--- config.mk ---
export PLATFORM = sky130hd
export DESIGN_NAME = pc_sequencer_flat
export DESIGN_NICKNAME = d
export VERILOG_FILES = /design/src/rtl/pc_seq_pkg.sv /design/src/rtl/pc_sequencer_if.sv /design/src/rtl/sat_counter.sv /design/src/rtl/pc_sequencer.sv /design/src/flat_wrapper.sv
export SDC_FILE = /design/constraint.sdc
export NUM_CORES = 1
export LEC_CHECK = 0
export ABC_AREA = 1
export CORE_MARGIN = 2
export CORE_UTILIZATION = 47
export DETAILED_ROUTE_END_ITERATION = 8
export GPL_TIMING_DRIVEN = 0
export MAX_ROUTING_LAYER = met4
export PLACE_DENSITY = 0.85
export RECOVER_POWER = 50
export SLEW_MARGIN = 10
export SYNTH_ARGS = -nofsm -noshare
export SYNTH_HDL_FRONTEND = slang
export SYNTH_SLANG_ARGS = --single-unit
--- constraint.sdc ---
create_clock -name CLK -period 3.8 [get_ports CLK]
set_clock_uncertainty 0.1 [all_clocks]
set_input_delay 0.38 -clock CLK [delete_from_list [all_inputs] [get_ports CLK]]
set_output_delay 0.38 -clock CLK [all_outputs]
set_load 0.01 [all_outputs]
--- src/rtl/pc_seq_pkg.sv ---
// Shared types and defaults for the fetch-stage PC sequencer.
package pc_seq_pkg;

    typedef enum logic {
        RUN,
        HAZ
    } state_t;

    typedef enum logic [1:0] {
        NONE,
        EXC,
        BR,
        JMP
    } redir_t;

    localparam logic [31:0] DEF_EXC_VECTOR = 32'h0000_0040;

endpackage

--- src/rtl/pc_sequencer_if.sv ---
// Request/response bundle between the pipeline and the PC sequencer.
interface pc_sequencer_if #(
    parameter int AW = 32,
    parameter int CW = 16
);
    logic          exc_req;
    logic          br_taken;
    logic [AW-1:0] br_target;
    logic          jmp_req;
    logic [AW-1:0] jmp_target;
    logic          load_use;
    logic          imem_ready;
    logic          Stall;
    logic          PCsrc;
    logic [AW-1:0] inMux;
    logic          flush_ifid;
    logic          flush_idex;
    logic [CW-1:0] stall_cnt;
    logic [CW-1:0] redir_cnt;
    logic          imem_timeout;

    modport master (
        output exc_req, br_taken, br_target, jmp_req, jmp_target, load_use, imem_ready,
        input  Stall, PCsrc, inMux, flush_ifid, flush_idex, stall_cnt, redir_cnt, imem_timeout
    );

    modport slave (
        input  exc_req, br_taken, br_target, jmp_req, jmp_target, load_use, imem_ready,
        output Stall, PCsrc, inMux, flush_ifid, flush_idex, stall_cnt, redir_cnt, imem_timeout
    );
endinterface

--- src/rtl/sat_counter.sv ---
// Saturating up-counter used for the stall and redirect performance counters.
module sat_counter #(
    parameter int CW = 16
) (
    input  logic          CLK,
    input  logic          RST,
    input  logic          inc,
    output logic [CW-1:0] count
);

    // Count up on inc, holding at all-ones instead of wrapping.
    always_ff @(posedge CLK) begin
        if (RST) begin
            count <= '0;
        end else if (inc && (count != '1)) begin
            count <= count + 1'b1;
        end
    end

endmodule

--- src/rtl/pc_sequencer.sv ---
// Fetch-stage PC control: arbitrates redirects, load-use bubbles and imem waits
// into a Stall/PCsrc/inMux triple plus pipeline flush strobes.
module pc_sequencer
    import pc_seq_pkg::*;
#(
    parameter int            AW           = 32,
    parameter logic [AW-1:0] EXC_VECTOR   = AW'(DEF_EXC_VECTOR),
    parameter int            LU_CYCLES    = 1,
    parameter int            CW           = 16,
    parameter int            IMEM_TIMEOUT = 255
) (
    input logic           CLK,
    input logic           RST,
    pc_sequencer_if.slave bus
);

    state_t        state, state_d;
    logic [2:0]    hz_cnt, hz_d;
    logic          lu_pend, lu_pend_d;
    logic [8:0]    wait_cnt, wait_d;
    logic          timeout_q;
    redir_t        src;

    logic          stall, pcsrc, flush_ifid, flush_idex;
    logic [AW-1:0] inmux;
    logic [CW-1:0] stall_cnt_q, redir_cnt_q;

    // Redirect source selection: exception beats branch beats jump.
    always_comb begin
        src = NONE;
        if (bus.exc_req)       src = EXC;
        else if (bus.br_taken) src = BR;
        else if (bus.jmp_req)  src = JMP;
    end

    // State register plus imem wait counter and sticky timeout flag.
    always_ff @(posedge CLK) begin
        if (RST) begin
            state     <= RUN;
            hz_cnt    <= '0;
            lu_pend   <= 1'b0;
            wait_cnt  <= '0;
            timeout_q <= 1'b0;
        end else begin
            state    <= state_d;
            hz_cnt   <= hz_d;
            lu_pend  <= lu_pend_d;
            wait_cnt <= wait_d;
            if (wait_d == 9'(IMEM_TIMEOUT)) timeout_q <= 1'b1;
        end
    end

    // Next-state logic; an imem wait freezes the bubble sequence, a redirect aborts it.
    always_comb begin
        state_d   = state;
        hz_d      = hz_cnt;
        lu_pend_d = lu_pend;
        wait_d    = '0;
        if (!bus.imem_ready) begin
            wait_d = (wait_cnt == '1) ? wait_cnt : wait_cnt + 9'd1;
        end
        if (src != NONE) begin
            state_d   = RUN;
            hz_d      = '0;
            lu_pend_d = 1'b0;
        end else if (!bus.imem_ready) begin
            // A hazard seen during an imem wait is parked until data arrives.
            if (state == RUN && bus.load_use) lu_pend_d = 1'b1;
        end else if (state == HAZ) begin
            if (hz_cnt == 3'd1) begin
                state_d = RUN;
                hz_d    = '0;
            end else begin
                hz_d = hz_cnt - 3'd1;
            end
        end else if (lu_pend || bus.load_use) begin
            lu_pend_d = 1'b0;
            if (LU_CYCLES > 1) begin
                state_d = HAZ;
                hz_d    = 3'(LU_CYCLES - 1);
            end
        end
    end

    // Output decode, forced to zero while reset is asserted.
    always_comb begin
        stall      = 1'b0;
        pcsrc      = 1'b0;
        inmux      = '0;
        flush_ifid = 1'b0;
        flush_idex = 1'b0;
        if (!RST) begin
            case (src)
                EXC: begin
                    pcsrc      = 1'b1;
                    inmux      = EXC_VECTOR;
                    flush_ifid = 1'b1;
                    flush_idex = 1'b1;
                end
                BR: begin
                    pcsrc      = 1'b1;
                    inmux      = bus.br_target;
                    flush_ifid = 1'b1;
                    flush_idex = 1'b1;
                end
                JMP: begin
                    pcsrc      = 1'b1;
                    inmux      = bus.jmp_target;
                    flush_ifid = 1'b1;
                end
                default: begin
                    if (!bus.imem_ready) begin
                        stall = 1'b1;
                        // Bubble is inserted only on the cycle the hazard first appears.
                        if (state == RUN && bus.load_use && !lu_pend) flush_idex = 1'b1;
                    end else if (state == HAZ) begin
                        stall      = 1'b1;
                        flush_idex = 1'b1;
                    end else if (lu_pend) begin
                        stall = 1'b1;
                    end else if (bus.load_use) begin
                        stall      = 1'b1;
                        flush_idex = 1'b1;
                    end
                end
            endcase
        end
    end

    sat_counter #(.CW(CW)) u_stall_cnt (
        .CLK   (CLK),
        .RST   (RST),
        .inc   (stall),
        .count (stall_cnt_q)
    );

    sat_counter #(.CW(CW)) u_redir_cnt (
        .CLK   (CLK),
        .RST   (RST),
        .inc   (pcsrc),
        .count (redir_cnt_q)
    );

    assign bus.Stall        = stall;
    assign bus.PCsrc        = pcsrc;
    assign bus.inMux        = inmux;
    assign bus.flush_ifid   = flush_ifid;
    assign bus.flush_idex   = flush_idex;
    assign bus.stall_cnt    = RST ? '0 : stall_cnt_q;
    assign bus.redir_cnt    = RST ? '0 : redir_cnt_q;
    assign bus.imem_timeout = timeout_q & ~RST;

endmodule

--- src/flat_wrapper.sv ---
// flat-port wrapper written by rule: the top's interface ports become plain ports
module pc_sequencer_flat import pc_seq_pkg::*;
#(
    parameter int            AW           = 32,
    parameter logic [AW-1:0] EXC_VECTOR   = AW'(DEF_EXC_VECTOR),
    parameter int            LU_CYCLES    = 1,
    parameter int            CW           = 16,
    parameter int            IMEM_TIMEOUT = 255
)
  (CLK, RST, bus_exc_req, bus_br_taken, bus_br_target, bus_jmp_req, bus_jmp_target, bus_load_use, bus_imem_ready, bus_Stall, bus_PCsrc, bus_inMux, bus_flush_ifid, bus_flush_idex, bus_stall_cnt, bus_redir_cnt, bus_imem_timeout);
  pc_sequencer_if #(.AW(AW), .CW(CW)) bus_i ();
  input logic CLK;
  input logic RST;
  input wire logic [$bits(bus_i.exc_req)-1:0] bus_exc_req;
  input wire logic [$bits(bus_i.br_taken)-1:0] bus_br_taken;
  input wire logic [$bits(bus_i.br_target)-1:0] bus_br_target;
  input wire logic [$bits(bus_i.jmp_req)-1:0] bus_jmp_req;
  input wire logic [$bits(bus_i.jmp_target)-1:0] bus_jmp_target;
  input wire logic [$bits(bus_i.load_use)-1:0] bus_load_use;
  input wire logic [$bits(bus_i.imem_ready)-1:0] bus_imem_ready;
  output wire logic [$bits(bus_i.Stall)-1:0] bus_Stall;
  output wire logic [$bits(bus_i.PCsrc)-1:0] bus_PCsrc;
  output wire logic [$bits(bus_i.inMux)-1:0] bus_inMux;
  output wire logic [$bits(bus_i.flush_ifid)-1:0] bus_flush_ifid;
  output wire logic [$bits(bus_i.flush_idex)-1:0] bus_flush_idex;
  output wire logic [$bits(bus_i.stall_cnt)-1:0] bus_stall_cnt;
  output wire logic [$bits(bus_i.redir_cnt)-1:0] bus_redir_cnt;
  output wire logic [$bits(bus_i.imem_timeout)-1:0] bus_imem_timeout;
  assign bus_i.exc_req = bus_exc_req;
  assign bus_i.br_taken = bus_br_taken;
  assign bus_i.br_target = bus_br_target;
  assign bus_i.jmp_req = bus_jmp_req;
  assign bus_i.jmp_target = bus_jmp_target;
  assign bus_i.load_use = bus_load_use;
  assign bus_i.imem_ready = bus_imem_ready;
  assign bus_Stall = bus_i.Stall;
  assign bus_PCsrc = bus_i.PCsrc;
  assign bus_inMux = bus_i.inMux;
  assign bus_flush_ifid = bus_i.flush_ifid;
  assign bus_flush_idex = bus_i.flush_idex;
  assign bus_stall_cnt = bus_i.stall_cnt;
  assign bus_redir_cnt = bus_i.redir_cnt;
  assign bus_imem_timeout = bus_i.imem_timeout;
  pc_sequencer #(.AW(AW), .EXC_VECTOR(EXC_VECTOR), .LU_CYCLES(LU_CYCLES), .CW(CW), .IMEM_TIMEOUT(IMEM_TIMEOUT)) u_core (.CLK(CLK), .RST(RST), .bus(bus_i));
endmodule
==> results of run 1 <==
## worst max-delay path, stage by stage
cell             delay [ns]
clkdlybuf4s50_1        0.45
inv_1                  0.05
a21oi_1                0.35
inv_1                  0.12
ha_1                   0.20
or2_2                  0.26
clkbuf_1               0.15
clkbuf_1               0.24
a21oi_1                0.18
clkdlybuf4s50_1        0.59
## sequential cells by signal, indices dropped and copies added, names as in the netlist
name / flops
u_core.u_redir_cnt.count: 16
u_core.u_stall_cnt.count: 16
u_core.wait_cnt: 9
u_core.hz_cnt: 3
u_core.lu_pend: 1
u_core.state: 1
u_core.timeout_q: 1
## synth_stat cells
| master | count |
|---|---|
| nor2_1 | 73 |
| nand4_4 | 1 |
| xor2_1 | 19 |
| nand3_1 | 27 |
| nand3b_1 | 2 |
| xnor2_1 | 1 |
| nor2_4 | 2 |
| buf_6 | 1 |
| nor3_1 | 14 |
| ha_1 | 9 |
| buf_1 | 1 |
| o21ai_0 | 13 |
| inv_1 | 59 |
| o21ai_4 | 1 |
| o21ai_1 | 1 |
| buf_4 | 3 |
| a22o_1 | 1 |
| inv_2 | 2 |
| nand4_1 | 9 |
| dfxtp_1 | 47 |
| clkinv_1 | 1 |
| nand2_1 | 170 |
| nor3_2 | 1 |
| clkbuf_1 | 16 |
| a21oi_1 | 57 |
| or2_2 | 1 |
| nor2_2 | 1 |
| buf_2 | 1 |
| nand3_2 | 1 |
| a21oi_2 | 5 |
| a311oi_1 | 1 |
| a211oi_1 | 3 |
## placed cells by master (no fill, tap or decap), types with 3 or more instances in the layout
cell and n:
nand2_1 170, clkdlybuf4s50_1 127, nor2_1 74, inv_1 61, a21oi_1 59, dfxtp_1 47, nand3_1 28, clkbuf_1 22
xor2_1 19, o21ai_0 14, nor3_1 14, dlygate4sd3_1 12, nand4_1 9, ha_1 9, clkbuf_8 5, a21oi_2 3
a211oi_1 3
## per-stage QoR
stage	setup WS (ns)	cells	hold WS (ns)
after floorplan	1.58	544	0.321
after global placement	0.434	779	0.361
after detailed placement	0.367	779	0.365
after CTS	0.351	787	0.386
after global routing	0.136	787	0.413
final	0.343	787	0.382
## routing by layer
layer | GRT usage (%) | share of wire [%]
met1 | 35.2 | 45
met5 | - | 0
met3 | 3.58 | 5.4
met2 | 43.4 | 49
met4 | 6.43 | 0.70
## kinds of logic (layout without fill, tap and decap cells)
logic type,after synthesis,count (layout)
and+or+nand+nor,302,302
adders and majority gates,9,9
DFF,47,47
AOI/OAI and AO/OA,82,82
buffers and inverters,84,231
xor gates and xnor gates,20,20
## cell type report
cell class              count  share of cell area (%)
clock inverters             1                   0.104
multi-input cells         413                    41.0
flip-flops and latches     47                    19.5
plain buffers              22                    1.79
clock buffers               7                    1.58
repair buffers            139                    28.8
inverters                  62                    4.81
well taps                  96                    2.48
## power by group through the flow
| stage | sequential, mW | clock (mW) | combinational (mW) |
|---|---|---|---|
| 2_1_floorplan | 0.515 | 0 | 0.0961 |
| 3_3_place_gp | 0.517 | 0 | 0.232 |
| 3_5_place_dp | 0.517 | 0 | 0.236 |
| 4_1_cts | 0.506 | 0.297 | 0.238 |
| 5_1_grt | 0.507 | 0.318 | 0.253 |
| 6_report | 0.506 | 0.297 | 0.233 |
## how the worst max path moves through the flow
stage / start / endpoint / slack, ns / cells past startpoint
after floorplan: bus_br_taken / bus_inMux[0] / 1.58 / 8
after detailed placement: bus_br_taken / bus_inMux[25] / 0.37 / 10
final: bus_br_taken / bus_inMux[14] / 0.34 / 10
after global placement: bus_br_taken / bus_inMux[25] / 0.43 / 10
after global routing: bus_jmp_req / bus_inMux[25] / 0.14 / 10
after CTS: bus_br_taken / bus_inMux[25] / 0.35 / 10
==> summary.txt, run 1 <==
STA
  • Tmin final: 3.46 ns
  • Tcrit/Tclk final: 91.0%
  • # setup viols final: 0
  • Final hold violation count: 0
  • Slew Viols, Final: 0
  • Slew margin rel.: 50.5%
  • FMAX: 0.289 GHz
  • Slew at the pin closest to its max-slew limit: 0.734 ns
  • RSZ-0062 raised after global routing: no
  • Final setup TNS: 0 ns

Setup path
  • Crit path launch type: input pin
  • Reg2Reg Depth: 8
  • Flop-to-flop setup slack: 1.20 ns
  • Crit Path Max Fanout: 10
  • R2r startpoint: u_core.u_redir_cnt.count[0]$_SDFFE_PP0P_
  • CP arrival: 2.98 ns
  • CP endpoint kind: primary output
  • Kind of critical path: in -> out
  • Reg2Reg Capture Point: u_core.u_redir_cnt.count[13]$_SDFFE_PP0P_
  • Worst path required time: 3.32 ns

Die
  • Area of the die: 7670 sq um
  • Starting Density: 48.3%
  • Die width: 87.6 um
  • Ports: 140
  • Rows: 30
  • Core area: 6790 sq um
  • DIE HEIGHT: 87.6 um

Cells and area
  • Total area of multi-input combinational cells: 1980 sq um
  • Diodes inserted: 0
  • Nets: 770
  • Filler cell count: 580
  • Area growth from synthesis to layout: 47.2%
  • Final core utilization: 71.2%
  • Ratio of cells with drive above 1 in the final layout: 2.17%
  • FF+latch area: 941 sq um
  • Post-route cell area: 4830 sq um

Logic synthesis
  • Post-synthesis register bit count: 47
  • Net Count, Synth: 624
  • Yosys top cell area share: 28.6%
  • Cells after Synth: 544
  • Area contributors post-synth: dfxtp_1 (29%), nand2_1 (19%), a21oi_1 (8.7%), nor2_1 (8.3%), inv_1 (6.7%)
  • Distinct cell type count after synthesis: 32
  • Ys Warns: 0
  • Synth Area in XOR/XNOR: 5.33%
  • Largest family of logic cells by synthesized area: simple AND/OR/NAND/NOR gates
  • Synth Area in Compound Gates: 13.9%
  • Synth Cell Area: 3280 sq um
  • Sequential fraction of the synthesis area: 28.6%
  • Mux share of post-synthesis cell area: 0%
  • Avg Inst Size Synth: 6.04 sq um
  • Synth Area in Adders: 3.43%
  • Synth Area in Simple Gates: 38.5%
  • Post-synth top area cell: dfxtp_1

Global routing
  • Total gr overflow: 0
  • Vias in the first global route: 3610
  • Initial antenna violation count: 0
  • Total Routing Usage GR: 26.7%
  • Largest net degree at the start of global routing: 14
  • Global-route wire length before repair: 16200 um

Pwr
  • Clock power share: 28.7%
  • Seq pwr share: 48.9%
  • Sw Pwr: 0.283 mW
  • Internal: 0.752 mW
  • Combinational share of power: 22.5%
  • Pwr per Cell Area: 214 nW/um^2
  • Pwr Total: 1.03 mW
  • Sw Share: 27.4%
  • Peak VDD IR: 0.164 mV
  • Static leakage: 1.84 nW

Min path
  • Worst Hold End: u_core.timeout_q$_SDFFE_PP0N_
  • Hold path startpoint: u_core.timeout_q$_SDFFE_PP0N_
  • Hold WC Path Type: reg -> reg
  • Worst Hold Depth: 2

Route
  • Final ANT Viol Nets: 0
  • First drt pass iteration count: 4
  • Vias: 3945
  • DRC Markers: 0
  • DRT Wirelength: 10300 um
  • Wire per inst: 13.1 um
  • Via density: 5.01
  • Drt first-iter violations: 275

Place
  • Placed inst area: 4800 sq um
  • GPL Wtd Cong: 0.956
  • Detailed-placement wirelength estimate: 8130 um
  • # port buffers: 139

CTS
  • Worst-path clk slew: 0.08 ns
  • H-tree Lvls: 2
  • PostCTS Resize Cnt: 0
  • CTS Sinks: 47
  • Post-CTS Hold Fix Bufs: 0
  • TritonCTS clock tree: yes
  • Number of buffers created by CTS: 5
  • Worst-skew pair later-pin latency: 0.30 ns
  • Postcts setup bufs: 0
  • CTS root buf: clkbuf_8
  • Max Buffers Root-to-Sink: 2

Run status
  • Status: completed

Run
  • Max-cap viol count: 0
(Power assumes the default switching activity.)
==> inputs of run 2 (changes only) <==
- CORE_UTILIZATION: 47 -> 63
- DONT_BUFFER_PORTS: unset -> 1
- PLACE_DENSITY: 0.85 -> 0.76
- RECOVER_POWER: 50 -> unset
==> run 2 against run 1 <==
Critical path type unchanged. Final cell count down 21%. Highest routed layer unchanged. Setup slack better by 0.88 ns. First-iteration DRC count down 32%. Die area down 24%. Total power down 0.98%. Clock power up 33%. Register-to-register slack better by 0.65 ns. Cell area down 28%. Count of clock-buffer cells in the layout down 2. Global-route usage up 3.4 points. Sequential power about the same.
==> summary.txt, run 2 (synthesis results as in run 1) <==
Run status
  • Status: completed

Global routing
  • Total gr overflow: 0
  • Total Routing Usage GR: 30.0%
  • Global-route wire length before repair: 14000 um
  • Initial antenna violation count: 0
  • Vias in the first global route: 3080
  • Largest net degree at the start of global routing: 17

Die
  • Die width: 76.2 um
  • Starting Density: 64.7%
  • DIE HEIGHT: 76.2 um
  • Rows: 26
  • Core area: 5070 sq um
  • Area of the die: 5810 sq um
  • Ports: 140

Cells and area
  • Area growth from synthesis to layout: 6.21%
  • Nets: 631
  • Diodes inserted: 0
  • Most frequent cells in the layout: nand2_1 (170), nor2_1 (73), inv_1 (59)
  • Ratio of cells with drive above 1 in the final layout: 5.07%
  • Most common cell after layout, fill and taps aside: nand2_1
  • Biggest regs: u_core.u_redir_cnt.count (16), u_core.u_stall_cnt.count (16), u_core.wait_cnt (9)
  • Final cell count without fillers: 622

CTS
  • Worst-skew pair later-pin latency: 0.31 ns
  • Worst-path clk slew: 0.10 ns
  • TritonCTS clock tree: yes
  • CTS root buf: clkbuf_8
  • Postcts setup bufs: 0
  • H-tree Lvls: 2
  • CTS Sinks: 47
  • Max Buffers Root-to-Sink: 2
  • Post-CTS Hold Fix Bufs: 0
  • PostCTS Resize Cnt: 0
  • Number of buffers created by CTS: 5

Min path
  • Worst Hold Depth: 1
  • Hold WC Path Type: in -> reg
  • Hold path startpoint: bus_imem_ready
  • Worst Hold End: u_core.state$_SDFFE_PP0P_

STA
  • # setup viols final: 0
  • Slew margin rel.: 52.9%
  • Slew Viols, Final: 0
  • Final setup TNS: 0 ns
  • Slew at the pin closest to its max-slew limit: 0.704 ns
  • RSZ-0062 raised after global routing: no
  • Tcrit/Tclk final: 67.8%
  • FMAX: 0.388 GHz
  • Final hold violation count: 0
  • Tmin final: 2.58 ns

Route
  • DRT Wirelength: 8600 um
  • Drt first-iter violations: 187
  • Wire per inst: 13.8 um
  • First drt pass iteration count: 4
  • Final ANT Viol Nets: 0
  • Via density: 5.49
  • Vias: 3413
  • DRC Markers: 0

Setup path
  • Crit path launch type: input pin
  • Crit-path cells: inv_1, a21oi_1, inv_1, ha_1, or2_2, clkbuf_1, clkbuf_1, a21oi_1
  • Flop-to-flop setup slack: 1.85 ns
  • CP peak stage delay: 0.41 ns
  • Reg2Reg Depth: 9
  • Worst path required time: 3.32 ns
  • CP endpoint kind: primary output
  • Crit Path Max Fanout: 10
  • R2r startpoint: u_core.u_redir_cnt.count[0]$_SDFFE_PP0P_
  • Slowest CP cell: a21oi_1
  • CP arrival: 2.10 ns
  • Kind of critical path: in -> out
  • Reg2Reg Capture Point: u_core.u_redir_cnt.count[4]$_SDFFE_PP0P_

Pwr
  • Peak VDD IR: 0.251 mV
  • Pwr per Cell Area: 294 nW/um^2
  • Static leakage: 1.32 nW

Place
  • GPL Wtd Cong: 0.942
  • Inst Count DP: 614
  • Detailed-placement wirelength estimate: 6790 um
  • # port buffers: 0

Run
  • Max-cap viol count: 0
run 2: cell count changes in the layout (fill, tap and decap cells not counted), sizes merged:
cell,previous run,this run
inv,61,62
clkbuf,27,21
buf,2,6
bufinv,0,1
dlygate4sd3,12,0
clkdlybuf4s50,127,0
run 2: layout make-up:
class                   instances  area (sq um)
well taps                      70          87.6
multi-input cells             413          2010
plain buffers                  22           103
inverters                      62           233
fillers                       494          1590
flip-flops and latches         47           941
clock inverters                 3          47.5
clock buffers                   5          68.8
run 2: critical path: cells and delay by family:
kind                     cells  cell delay [ns]
AO/OA/AOI/OAI                2             0.75
adder cells (fa/ha/maj)      1             0.19
buffers and inverters        4             0.52
AND/OR/NAND/NOR              1             0.26
run 2: worst max-delay path by stage:
| stage | from | to | cells after the start |
|---|---|---|---|
| finish | bus_br_taken | bus_inMux[18] | 8 |
| global route | bus_br_taken | bus_inMux[18] | 8 |
| CTS | bus_br_taken | bus_inMux[18] | 8 |
| detailed placement | bus_br_taken | u_core.u_redir_cnt.count[4]$_SDFFE_PP0P_ | 10 |
| global placement | bus_br_taken | u_core.u_redir_cnt.count[10]$_SDFFE_PP0P_ | 10 |
| floorplan | bus_br_taken | bus_inMux[0] | 8 |
run 2: report_power, final:
group | switching (mW) | leakage [nW] | internal (mW) | total, mW
Sequential | 0.00804 | 0.380 | 0.499 | 0.507
Combinational | 0.0908 | 0.878 | 0.0336 | 0.124
Clock | 0.194 | 0.0587 | 0.200 | 0.394
run 2: per-layer routing:
layer  up-vias  wire (um)  GRT usage [%]
li1       1727          -              -
met1      1561       3630           34.7
met2       109       4150           51.3
met3        16        562           6.40
met4         0        254           11.1
met5         -          0              -
run 2: stage by stage:
step / util, % / worst slack, ns / instance area (sq um) / hold slack (ns) / total power [mW]
2_1_floorplan: - / 1.58 / 3280 / 0.321 / 0.611
3_3_place_gp: 66.4 / 1.16 / 3370 / 0.345 / 0.639
3_5_place_dp: 66.4 / 1.13 / 3370 / 0.348 / 0.642
4_1_cts: 68.7 / 1.24 / 3490 / 0.0504 / 1.02
5_1_grt: 68.7 / 1.04 / 3490 / 0.0387 / 1.06
6_report: 68.7 / 1.22 / 3490 / 0.0526 / 1.02
